==> src/rtl/seq_detect_param_if.sv <==
// Serial stream bundle for seq_detect_param: data/control toward the detector,
// match flag and match count back from it.
interface seq_detect_param_if #(
  parameter int PAT_W = 4,
  parameter int CNT_W = 8
);
  logic             d;
  logic             d_valid;
  logic             overlap;
  logic             load;
  logic [PAT_W-1:0] pattern;
  logic             y;
  logic [CNT_W-1:0] match_count;

  modport master (
    output d, d_valid, overlap, load, pattern,
    input  y, match_count
  );

  modport slave (
    input  d, d_valid, overlap, load, pattern,
    output y, match_count
  );
endinterface

==> src/rtl/seq_detect_param.sv <==
// Programmable MSB-first serial pattern detector with a registered one-cycle match pulse.
// Optional saturating match counter is built when SEQDET_COUNT_EN is defined.
module seq_detect_param #(
  parameter int               PAT_W     = 4,
  parameter logic [PAT_W-1:0] RESET_PAT = 4'b1101,
  parameter int               CNT_W     = 8
) (
  input  logic             clk,
  input  logic             reset,
  seq_detect_param_if.slave bus
);
  localparam int                FILL_W = $clog2(PAT_W + 1);
  localparam logic [FILL_W-1:0] FULL   = FILL_W'(PAT_W);

  logic [PAT_W-1:0]  pat_reg, pat_nxt;
  logic [PAT_W-1:0]  hist, hist_nxt, nh;
  logic [FILL_W-1:0] fill, fill_nxt, nf;
  logic              match_p0;
  logic              y_p1;

  // Stage 0: shift-compare decision for the bit consumed on this edge
  always_comb begin
    nh       = {hist[PAT_W-2:0], bus.d};
    nf       = (fill == FULL) ? FULL : fill + 1'b1;
    match_p0 = 1'b0;
    pat_nxt  = pat_reg;
    hist_nxt = hist;
    fill_nxt = fill;
    if (bus.load) begin
      pat_nxt  = bus.pattern;
      hist_nxt = '0;
      fill_nxt = '0;
    end else if (bus.d_valid) begin
      hist_nxt = nh;
      if ((nf == FULL) && (nh == pat_reg)) begin
        match_p0 = 1'b1;
        // Non-overlapping mode discards the matched bits entirely
        fill_nxt = bus.overlap ? FULL : '0;
      end else begin
        fill_nxt = nf;
      end
    end
  end

  // Stage 1: registered state and Moore match flag
  always_ff @(posedge clk or negedge reset) begin
    if (!reset) begin
      pat_reg <= RESET_PAT;
      hist    <= '0;
      fill    <= '0;
      y_p1    <= 1'b0;
    end else begin
      pat_reg <= pat_nxt;
      hist    <= hist_nxt;
      fill    <= fill_nxt;
      y_p1    <= match_p0 & ~bus.load;
    end
  end

  assign bus.y = y_p1;

`ifdef SEQDET_COUNT_EN
  logic [CNT_W-1:0] cnt_p1;

  function automatic logic [CNT_W-1:0] sat_inc(input logic [CNT_W-1:0] c);
    return (&c) ? c : c + 1'b1;
  endfunction

  always_ff @(posedge clk or negedge reset) begin
    if (!reset) begin
      cnt_p1 <= '0;
    end else if (bus.load) begin
      cnt_p1 <= '0;
    end else if (match_p0) begin
      cnt_p1 <= sat_inc(cnt_p1);
    end
  end

  assign bus.match_count = cnt_p1;
`else
  assign bus.match_count = '0;
`endif

endmodule

==> src/flat_wrapper.sv <==
// flat-port wrapper written by rule: the top's interface ports become plain ports
module seq_detect_param_flat 
#(
  parameter int               PAT_W     = 4,
  parameter logic [PAT_W-1:0] RESET_PAT = 4'b1101,
  parameter int               CNT_W     = 8
)
  (clk, reset, bus_d, bus_d_valid, bus_overlap, bus_load, bus_pattern, bus_y, bus_match_count);
  seq_detect_param_if #(.PAT_W(PAT_W), .CNT_W(CNT_W)) bus_i ();
  input  logic clk;
  input  logic reset;
  input wire logic [$bits(bus_i.d)-1:0] bus_d;
  input wire logic [$bits(bus_i.d_valid)-1:0] bus_d_valid;
  input wire logic [$bits(bus_i.overlap)-1:0] bus_overlap;
  input wire logic [$bits(bus_i.load)-1:0] bus_load;
  input wire logic [$bits(bus_i.pattern)-1:0] bus_pattern;
  output wire logic [$bits(bus_i.y)-1:0] bus_y;
  output wire logic [$bits(bus_i.match_count)-1:0] bus_match_count;
  assign bus_i.d = bus_d;
  assign bus_i.d_valid = bus_d_valid;
  assign bus_i.overlap = bus_overlap;
  assign bus_i.load = bus_load;
  assign bus_i.pattern = bus_pattern;
  assign bus_y = bus_i.y;
  assign bus_match_count = bus_i.match_count;
  seq_detect_param #(.PAT_W(PAT_W), .RESET_PAT(RESET_PAT), .CNT_W(CNT_W)) u_core (.clk(clk), .reset(reset), .bus(bus_i));
endmodule
==> config.mk <==
export PLATFORM = sky130hd
export DESIGN_NAME = seq_detect_param_flat
export DESIGN_NICKNAME = d
export VERILOG_FILES = /design/src/rtl/seq_detect_param_if.sv /design/src/rtl/seq_detect_param.sv /design/src/flat_wrapper.sv
export SDC_FILE = /design/constraint.sdc
export NUM_CORES = 1
export LEC_CHECK = 0
export CORE_AREA = 2 2 48 50
export CTS_BUF_LIST = sky130_fd_sc_hd__clkbuf_8
export CTS_CLUSTER_DIAMETER = 40
export DETAILED_ROUTE_END_ITERATION = 10
export DIE_AREA = 0 0 50 52
export DONT_BUFFER_PORTS = 1
export PLACE_DENSITY = 0.48
export SYNTH_ARGS = -nofsm -noshare
export SYNTH_HDL_FRONTEND = slang
export SYNTH_SLANG_ARGS = --single-unit
export TNS_END_PERCENT = 100
==> constraint.sdc <==
create_clock -name clk -period 1.78 [get_ports clk]
set_clock_uncertainty 0.1 [all_clocks]
set_input_delay 0.356 -clock clk [delete_from_list [all_inputs] [get_ports clk]]
set_output_delay 0.356 -clock clk [all_outputs]
set_load 0.01 [all_outputs]
==> results of run 1 <==
[power by group through the flow]
stage,Combinational [mW],Sequential [mW],Clock [mW]
4_1_cts,0.0642,0.284,0.250
6_report,0.0628,0.284,0.237
5_1_grt,0.0720,0.287,0.265
2_1_floorplan,0.0703,0.285,0
3_3_place_gp,0.0568,0.288,0
3_5_place_dp,0.0576,0.288,0
[routing by layer]
| metal | global-route usage (%) | wire, um | vias up |
|---|---|---|---|
| li1 | - | - | 171 |
| met1 | 8.90 | 380 | 168 |
| met2 | 13.4 | 444 | 11 |
| met3 | 2.30 | 48 | 0 |
| met4 | 4.17 | 0 | 0 |
| met5 | 0 | 0 | - |
[area by class of cell]
type	instances	share of cell area [%]
flip-flops and latches	11	42.7
multi-input cells	38	42.3
clock buffers	3	6.32
well taps	28	5.36
repair buffers	1	1.53
inverters	2	1.15
clock inverters	1	0.575
[worst max-delay path, stage by stage, from the launching register on]
cell and delay [ps]:
dfrtp_1 410, inv_1 70, ha_1 190, a21oi_2 80
or3_1 380, o31a_1 280
[synthesized netlist by cell type, types with 2 or more instances]
cell,n,area (um^2)
dfstp_2,3,78.8
ha_1,2,25.0
xor2_1,2,17.5
inv_1,2,7.51
xnor2_1,2,17.5
dfrtp_1,8,200
mux2_2,4,45.0
mux2i_1,5,50.1
buf_4,8,60.1
nor2_1,5,18.8
[stage by stage]
stage | cells | power, mW | worst slack (ps) | instance area (um^2)
final | 84 | 0.584 | 155 | 653
after global routing | 84 | 0.624 | 64.8 | 653
after CTS | 84 | 0.598 | 132 | 653
after detailed placement | 79 | 0.346 | 143 | 598
after global placement | 79 | 0.344 | 177 | 598
after floorplan | 61 | 0.355 | 228 | 632
[path summary, 6_finish.rpt]
path                                   startpoint                end  slack (ps)  depth (start not counted)
worst max-delay path               u_core.fill[0]     u_core.fill[2]         160                          5
max in group asynchronous                   reset  u_core.pat_reg[3]         800                          1
worst min-delay path                     bus_load     u_core.fill[1]          80                          1
min in group asynchronous                   reset  u_core.pat_reg[1]         430                          1
worst min register to register  u_core.pat_reg[1]  u_core.pat_reg[1]         440                          1
worst max register to register     u_core.fill[0]     u_core.fill[2]         160                          5
[cell usage in the layout (no fill, tap or decap), drive strengths merged, types with 2 or more instances in the layout]
master and n:
conb 8, dfrtp 8, mux2i 5, nor2 5
mux2 4, inv 3, clkbuf 3, dfstp 3
xor2 2, xnor2 2, ha 2, a21oi 2
[cell families after synthesis]
| family | after synthesis |
|---|---|
| AO/OA/AOI/OAI | 4 |
| XOR/XNOR | 4 |
| adder cells (fa/ha/maj) | 2 |
| buffers and inverters | 12 |
| flip-flops | 11 |
| multiplexers | 9 |
| other | 1 |
| AND/OR/NAND/NOR | 11 |
==> summary.txt, run 1 <==
Timing
  • Setup tns final: 0 ps
  • Pins Over Slew Limit: 0
  • Max Freq: about 620 MHz
  • # setup viols final: 0
  • RSZ-0062 raised after global routing: false
  • Tmin final: 1620 ps
  • WHS: a little over 80 ps
  • Final Hold Vio Count: 0
  • Part of the cycle the worst path needs: between 90% and 100%

Floorplan
  • Core area: 0.00211 mm^2
  • Die area: 0.00260 mm^2
  • Initial core utilization: 28.8%
  • Number of I/O pins: 19
  • Die H: 52 um
  • # rows: 17
  • Die width: 50 um

Clocking
  • CTS Buf Count: 3
  • CTS Root Cell: clkbuf_8
  • Postcts setup bufs: 0
  • Clock Path Buffers: 2
  • TritonCTS clock tree: done
  • H-tree Lvls: 1
  • Skew-Pair Late Insertion Delay: 230 ps
  • Post-cts repair resize count: 0
  • # hold bufs at CTS: 1
  • CTS clk-pin slew, worst paths: roughly 50 ps
  • Clock Sinks: 11

Layout
  • ANT cells: 0
  • Area of the multi-input gates: 277 um^2
  • Largest register FFs: 4
  • Number of fill cells: 214
  • Reg area: roughly 280 um^2
  • Post-layout nets: between 60 and 70
  • Finished Core Util: 31.0%
  • Layout cells sized above 1: between 20% and 30%
  • Syn-to-layout area delta: 7.85%

Logic synthesis
  • Cells after Synth: 54
  • Post-synthesis compound-gate area fraction: under 10%
  • Yosys reg bits: 11
  • Mapped Area: 606 um^2
  • Synth unique cells: 23
  • Simple-gate portion of the synthesized area: around a tenth
  • Mean post-synth cell area: 11.2 um^2
  • Largest family of logic cells by synthesized area: multiplexers
  • Primary FF master, synth: dfrtp_1
  • Fraction of registers with async set/reset: 100%
  • EDFF count, synth: 0
  • Synthesis Warnings: 0
  • Synth Area in Adders: 4.13%
  • Register area share after synthesis: 46.1%
  • Post-Synth XOR/XNOR Area: 5.79%
  • Multiplexer area fraction after synthesis: 15.7%

Pwr
  • Power density cells: 894 mW/mm^2
  • Cell internal pwr: 0.455 mW
  • Maximum vdd drop: 454 uV
  • Seq pwr share: around half
  • NetSw: 0.129 mW
  • Clock power frac: 40.6%
  • Combinational group share of total power: 10.7%
  • Sw Share: between 20% and 30%
  • Leak Pwr: 0.299 nW

Run status
  • Status: finished clean

Worst hold path
  • Hold crit path type: input port to flop

Worst setup path
  • Worst path arrival time: 1640 ps
  • Startpoint types: flop
  • Worst Setup End Kind: flop
  • Crit-path max FO: 4
  • CP Class: flop to flop
  • Critical Path RT: between 1500 and 2000 ps

Global routing
  • Global-route wire length before repair: 1.54 mm
  • Antenna violations before repair: 0
  • Grt ovf: 0
  • Largest net degree at the start of global routing: 12
  • Vias in the first global route: around 360
  • GR Util All Layers: a little under 8%

Drt
  • Detail Route Antenna Nets: 0
  • Routed via count: 350
  • Final WL: 873 um
  • Initial DRT Pass Iterations: 3
  • Post-route DRC: 0
  • Avg Vias per Cell: 4.17
  • Starting DRT DRC Count: 3
  • Avg WL per Cell: 10.4 um

Placed design
  • Routability Congestion: 0.680
  • HPWL Detailed: 690 um
  • IO buf count: 0

Job
  • # Max-Cap Violations: 0
(Power assumes the default switching activity.)
==> inputs of run 2 (changes only) <==
- PLACE_DENSITY: 0.48 -> unset
- clock period: 1.78 -> 1.5 ns (I/O delays scaled with it)
==> run 2 against run 1 <==
Compared with the run above:
- sequential share of layout area down 3.5 points
- combinational power rose by 62%
- design area up 8.8%
- first-iteration DRC count decreased by 100%
- highest routed layer is now met4
- power is 24% higher
- fmax is 9.4% higher
- die area did not move
- setup slack got worse by 140 ps
- register-to-register slack got worse by 140 ps
==> summary.txt, run 2 (synthesis results as in run 1) <==
Timing
  • Max Freq: 673 MHz (+9.4%)
  • Pins Over Slew Limit: 0 (unchanged)
  • Tmin final: 1490 ps (-139 ps)
  • # setup viols final: 0 (unchanged)
  • Setup tns final: 0 ps (unchanged)
  • Final Hold Vio Count: 0 (unchanged)
  • Part of the cycle the worst path needs: 99.0% (+7.8 points)
  • RSZ-0062 raised after global routing: true

Floorplan
  • Die area: 0.00260 mm^2 (unchanged)
  • Die width: 50 um (unchanged)
  • Number of I/O pins: 19 (unchanged)
  • # rows: 17 (unchanged)
  • Die H: 52 um (unchanged)
  • Initial core utilization: 28.8% (unchanged)
  • Core area: 0.00211 mm^2 (unchanged)

Drt
  • Post-route DRC: 0 (unchanged)
  • Avg Vias per Cell: 4.31 (+3.4%)
  • Avg WL per Cell: 10.7 um (+3.1%)
  • Initial DRT Pass Iterations: 1 (-2)
  • Starting DRT DRC Count: 0 (-3)
  • Routed via count: 375 (+7.1%)
  • Detail Route Antenna Nets: 0 (unchanged)
  • Final WL: 932 um (+6.8%)

Worst setup path
  • Worst path arrival time: 1500 ps (-140 ps)
  • CP max stage cell: dfrtp_1
  • Crit-path leading delay family: flip-flops
  • WP buf/inv: 1 (unchanged)
  • Worst path cell trace: inv_2 > ha_4 > a21oi_2 > or3_4 > o31a_1
  • Startpoint types: flop
  • WP depth: 5 (unchanged)
  • Crit-path max FO: 2 (-2)
  • Worst stage delay on the critical path: 380 ps (-30 ps)
  • CP Class: flop to flop
  • Critical Path RT: 1520 ps (-280 ps)
  • Reg2reg path depth: 5 (unchanged)
  • Worst Setup End Kind: flop

Clocking
  • CTS Root Cell: clkbuf_8
  • Skew-Pair Late Insertion Delay: 240 ps (about the same)
  • TritonCTS clock tree: done
  • Clock Path Buffers: 2 (unchanged)
  • CTS Buf Count: 3 (unchanged)
  • H-tree Lvls: 1 (unchanged)
  • CTS clk-pin slew, worst paths: 50 ps (about the same)
  • Clock Sinks: 11 (unchanged)

Run status
  • Status: finished clean

Global routing
  • Largest net degree at the start of global routing: 12 (unchanged)
  • Global-route wire length before repair: 1.57 mm (+1.8%)
  • Vias in the first global route: 373 (+3.9%)
  • Antenna violations before repair: 0 (unchanged)
  • GR Util All Layers: 8.16% (+0.28 points)
  • Grt ovf: 0 (unchanged)

Layout
  • Largest register FFs: 4 (unchanged)
  • Layout cells sized above 1: 35.6% (+14 points)
  • Syn-to-layout area delta: 17.4%
  • Post-layout nets: 72 (+4.3%)
  • ANT cells: 0 (unchanged)
  • Most frequent cells in the layout: conb_1 (8), dfrtp_1 (8), mux2i_1 (5), nor2_1 (5), mux2_2 (4)
  • Finished Core Util: 33.7% (+2.7 points)

Pwr
  • Clock power frac: 39.4% (-1.2 points)
  • Power density cells: 1020 mW/mm^2 (+14%)
  • Cell internal pwr: 0.556 mW (+22%)
  • Sw Share: 23.0% (+0.87 points)
  • Seq pwr share: 46.5% (-2.1 points)
  • Combinational group share of total power: 14.1% (+3.4 points)
  • Leak Pwr: 0.321 nW (+7.4%)
  • NetSw: 0.166 mW (+28%)
  • Maximum vdd drop: 637 uV (+40%)

Placed design
  • HPWL Detailed: 701 um (+1.6%)
  • Routability Congestion: 0.668 (-1.8%)
  • IO buf count: 0 (unchanged)

Worst hold path
  • Hold Crit Depth: 1 (unchanged)
  • Hold crit path type: input port to flop

Job
  • # Max-Cap Violations: 0 (unchanged)
==> run 2: cell types whose count changed in the layout (fill, tap and decap cells not counted), moves of 2 or more <==
cell   previous run  this run
ha_1              2         0
inv_1             3         1
buf_4             0         3
inv_2             0         2
==> run 2: through the flow <==
stage	hold WS, ps	setup WS, ps	instances	total power [mW]	cell area (um^2)
final	24.4	14.6	87	0.722	711
after detailed placement	-95.3	2.59	81	0.417	616
after floorplan	-95.6	13.7	61	0.423	634
after CTS	20.9	-1.13	87	0.719	678
after global routing	18.8	-26.9	87	0.763	711
after global placement	-95.3	14.3	81	0.415	616
==> run 2: timing repair <==
action	CTS	global route
gates resized for setup	0	8
hold buffers	1	0
setup endpoints to repair	1	2
pin swaps	0	1
setup buffers	1	0
endpoints found under the hold margin	11	0
==> run 2: area by class of cell <==
cell class | count | area, um^2
clock inverters | 1 | 3.75
repair buffers | 4 | 32.5
clock buffers | 3 | 41.3
flip-flops and latches | 11 | 279
inverters | 2 | 7.51
fillers | 218 | 1400
well taps | 28 | 35.0
multi-input cells | 38 | 312
==> run 2: power by group through the flow <==
stage               clock network [mW]  registers, mW  logic (mW)
finish                           0.285          0.336       0.102
global route                     0.309          0.338       0.116
CTS                              0.293          0.335      0.0902
detailed placement                   0          0.340      0.0775
global placement                     0          0.339      0.0761
floorplan                            0          0.338      0.0842
==> run 2: final timing paths <==
check / start / end / slack, ps
worst min-delay path: bus_load / u_core.hist[0] / 20
min in group asynchronous: reset / u_core.hist[0] / 360
worst min register to register: u_core.pat_reg[1] / u_core.pat_reg[1] / 430
worst max-delay path: u_core.fill[1] / u_core.fill[2] / 10
worst max register to register: u_core.fill[1] / u_core.fill[2] / 10
max in group asynchronous: reset / u_core.pat_reg[2] / 580
==> run 2: routing by layer <==
metal / GRT usage, % / share of wire, %
met5: 0 / 0
met4: 4.17 / 1.8
met3: 3.45 / 6.9
met2: 12.7 / 52
met1: 9.53 / 39
==> inputs of run 3 (changes only) <==
- clock period: 1.5 -> 1.7 ns (I/O delays scaled with it)
==> run 3 against run 2 <==
Compared with the run above:
- clock-buffer cell count did not move
- critical path type unchanged
- critical endpoint unchanged
- global-route usage fell by 0.38 points
- register-to-register slack improved by 70 ps
- highest routed layer unchanged
- clock power fell by 11%
==> summary.txt, run 3 (synthesis results as in run 1) <==
Floorplan
  • Core area: 0.00211 mm^2 (unchanged)
  • # rows: 17 (unchanged)
  • Die area: 0.00260 mm^2 (unchanged)
  • Initial core utilization: 28.8% (unchanged)
  • Number of I/O pins: 19 (unchanged)
  • Die width: 50 um (unchanged)
  • Die H: 52 um (unchanged)

Placed design
  • Routability Congestion: 0.625 (-6.4%)
  • IO buf count: 0 (unchanged)
  • HPWL Detailed: 669 um (-4.5%)
  • Placed instance count: 79 (-2.5%)

Clocking
  • H-tree Lvls: 1 (unchanged)
  • CTS Root Cell: clkbuf_8
  • TritonCTS clock tree: done
  • Skew-Pair Late Insertion Delay: 240 ps (about the same)
  • Clock Path Buffers: 2 (unchanged)
  • Clock Sinks: 11 (unchanged)
  • Postcts setup bufs: 0 (-1)
  • CTS Buf Count: 3 (unchanged)
  • CTS clk-pin slew, worst paths: 50 ps (about the same)

Drt
  • Avg WL per Cell: 10.4 um (-3.1%)
  • Initial DRT Pass Iterations: 4 (+3)
  • Final WL: 872 um (-6.4%)
  • Routed via count: 357 (-4.8%)
  • Avg Vias per Cell: 4.25 (-1.4%)
  • Post-route DRC: 0 (unchanged)
  • Starting DRT DRC Count: 1 (+1)
  • Detail Route Antenna Nets: 0 (unchanged)

Worst setup path
  • WP buf/inv: 1 (unchanged)
  • Crit-path max FO: 4 (+2)
  • Startpoint types: flop
  • CP Class: flop to flop
  • Critical R2R Capture: u_core.fill[2]
  • Flop2flop setup slack: 80 ps (+70 ps)
  • Worst Setup End Kind: flop
  • Setup crit end: u_core.fill[2]
  • CP max stage cell: dfrtp_1
  • Critical Path RT: 1720 ps (+200 ps)
  • WP depth: 5 (unchanged)
  • Worst path arrival time: 1640 ps (+140 ps)
  • Worst Setup SP: u_core.fill[0]
  • Reg2reg path depth: 5 (unchanged)
  • Worst stage delay on the critical path: 410 ps (+30 ps)
  • Worst path cell trace: inv_1 > ha_2 > a21oi_2 > or3_1 > o31a_1
  • Reg2reg start: u_core.fill[0]
  • Crit-path leading delay family: flip-flops

Global routing
  • Vias in the first global route: 359 (-3.8%)
  • Largest net degree at the start of global routing: 12 (unchanged)
  • Antenna violations before repair: 0 (unchanged)
  • Global-route wire length before repair: 1.50 mm (-4.0%)
  • GR Util All Layers: 7.78% (-0.38 points)
  • Grt ovf: 0 (unchanged)

Pwr
  • NetSw: 0.139 mW (-16%)
  • Seq pwr share: 48.3% (+1.8 points)
  • Power consumption: 0.616 mW (-15%)
  • Clock power frac: 41.0% (+1.6 points)
  • Sw Share: 22.5% (-0.43 points)
  • Power density cells: 940 mW/mm^2 (-7.5%)
  • Combinational group share of total power: 10.7% (-3.4 points)
  • Cell internal pwr: 0.477 mW (-14%)
  • Maximum vdd drop: 530 uV (-17%)
  • Leak Pwr: 0.298 nW (-7.2%)

Layout
  • Post-route insts no fill: 84 (-3.4%)
  • Layout cells sized above 1: 23.2% (-12 points)
  • Reg area: 279 um^2 (unchanged)
  • ANT cells: 0 (unchanged)
  • Area of the multi-input gates: 279 um^2 (-10%)
  • Number of fill cells: 222 (+1.8%)
  • Syn-to-layout area delta: 8.26%
  • Most frequent cells in the layout: conb_1 (8), dfrtp_1 (8), mux2i_1 (5), nor2_1 (5), mux2_2 (4)
  • Post-layout nets: 69 (-4.2%)
  • Largest register FFs: 4 (unchanged)

Timing
  • Part of the cycle the worst path needs: 95.1% (-3.9 points)
  • Max Freq: 618 MHz (-8.2%)
  • # setup viols final: 0 (unchanged)
  • Final Hold Vio Count: 0 (unchanged)
  • Setup tns final: 0 ps (unchanged)
  • Tmin final: 1620 ps (+132 ps)
  • RSZ-0062 raised after global routing: false
  • Pins Over Slew Limit: 0 (unchanged)

Run status
  • Status: finished clean

Worst hold path
  • Hold crit path type: input port to flop

Job
  • # Max-Cap Violations: 0 (unchanged)
## run 3: cell count changes in the layout (fill, tap and decap cells not counted)
| cell | before | now |
|---|---|---|
| o21ai_0 | 0 | 1 |
| ha_1 | 0 | 1 |
| nor4_1 | 0 | 1 |
| inv_2 | 2 | 0 |
| ha_4 | 1 | 0 |
| nor4_4 | 1 | 0 |
| inv_1 | 1 | 3 |
| o21ai_1 | 1 | 0 |
| or3_1 | 0 | 1 |
| or3_4 | 1 | 0 |
| buf_4 | 3 | 0 |
## run 3: cell type report
cell class,count,share of cell area [%]
multi-input cells,38,42.6
flip-flops and latches,11,42.6
clock buffers,3,6.30
repair buffers,1,1.53
clock inverters,1,0.573
inverters,2,1.15
well taps,28,5.34
## run 3: worst min path at each step
stage	from	end	slack (ps)	depth (start not counted)
3_5_place_dp	reset	u_core.hist[0]	-60	0
5_1_grt	bus_load	u_core.fill[0]	60	1
2_1_floorplan	reset	u_core.bus.y	-60	0
4_1_cts	bus_load	u_core.fill[0]	60	1
6_report	bus_load	u_core.hist[0]	60	1
3_3_place_gp	reset	u_core.hist[0]	-60	0
## run 3: metal layers
| metal | GRT usage, % | vias to the layer above | part of all wire, % |
|---|---|---|---|
| met5 | 0 | - | 0 |
| li1 | - | 171 | - |
| met4 | 5.56 | 0 | 2.3 |
| met3 | 2.30 | 4 | 7.9 |
| met2 | 11.8 | 15 | 47 |
| met1 | 9.34 | 167 | 43 |
## run 3: repair_timing
item | 4_1_cts | 5_1_grt
endpoints found under the setup margin | 0 | 1
hold buffers | 1 | 0
endpoints found under the hold margin | 11 | 0
gates resized for setup | 0 | 1
## run 3: through the flow
step	hold slack, ps	util, %	instance area [um^2]	setup slack (ps)
after global routing	55.7	31.1	656	9.10
after detailed placement	-55.3	28.4	598	82.7
after CTS	59.8	31.0	653	73.1
after floorplan	-55.6	-	632	148
after global placement	-55.3	28.4	598	117
final	62.3	31.1	656	82.7
## run 3: power by group through the flow
| stage | sequential, mW | clock (mW) | combinational [mW] |
|---|---|---|---|
| 3_3_place_gp | 0.301 | 0 | 0.0585 |
| 2_1_floorplan | 0.299 | 0 | 0.0736 |
| 5_1_grt | 0.300 | 0.272 | 0.0754 |
| 4_1_cts | 0.298 | 0.259 | 0.0655 |
| 6_report | 0.297 | 0.253 | 0.0660 |
| 3_5_place_dp | 0.302 | 0 | 0.0587 |
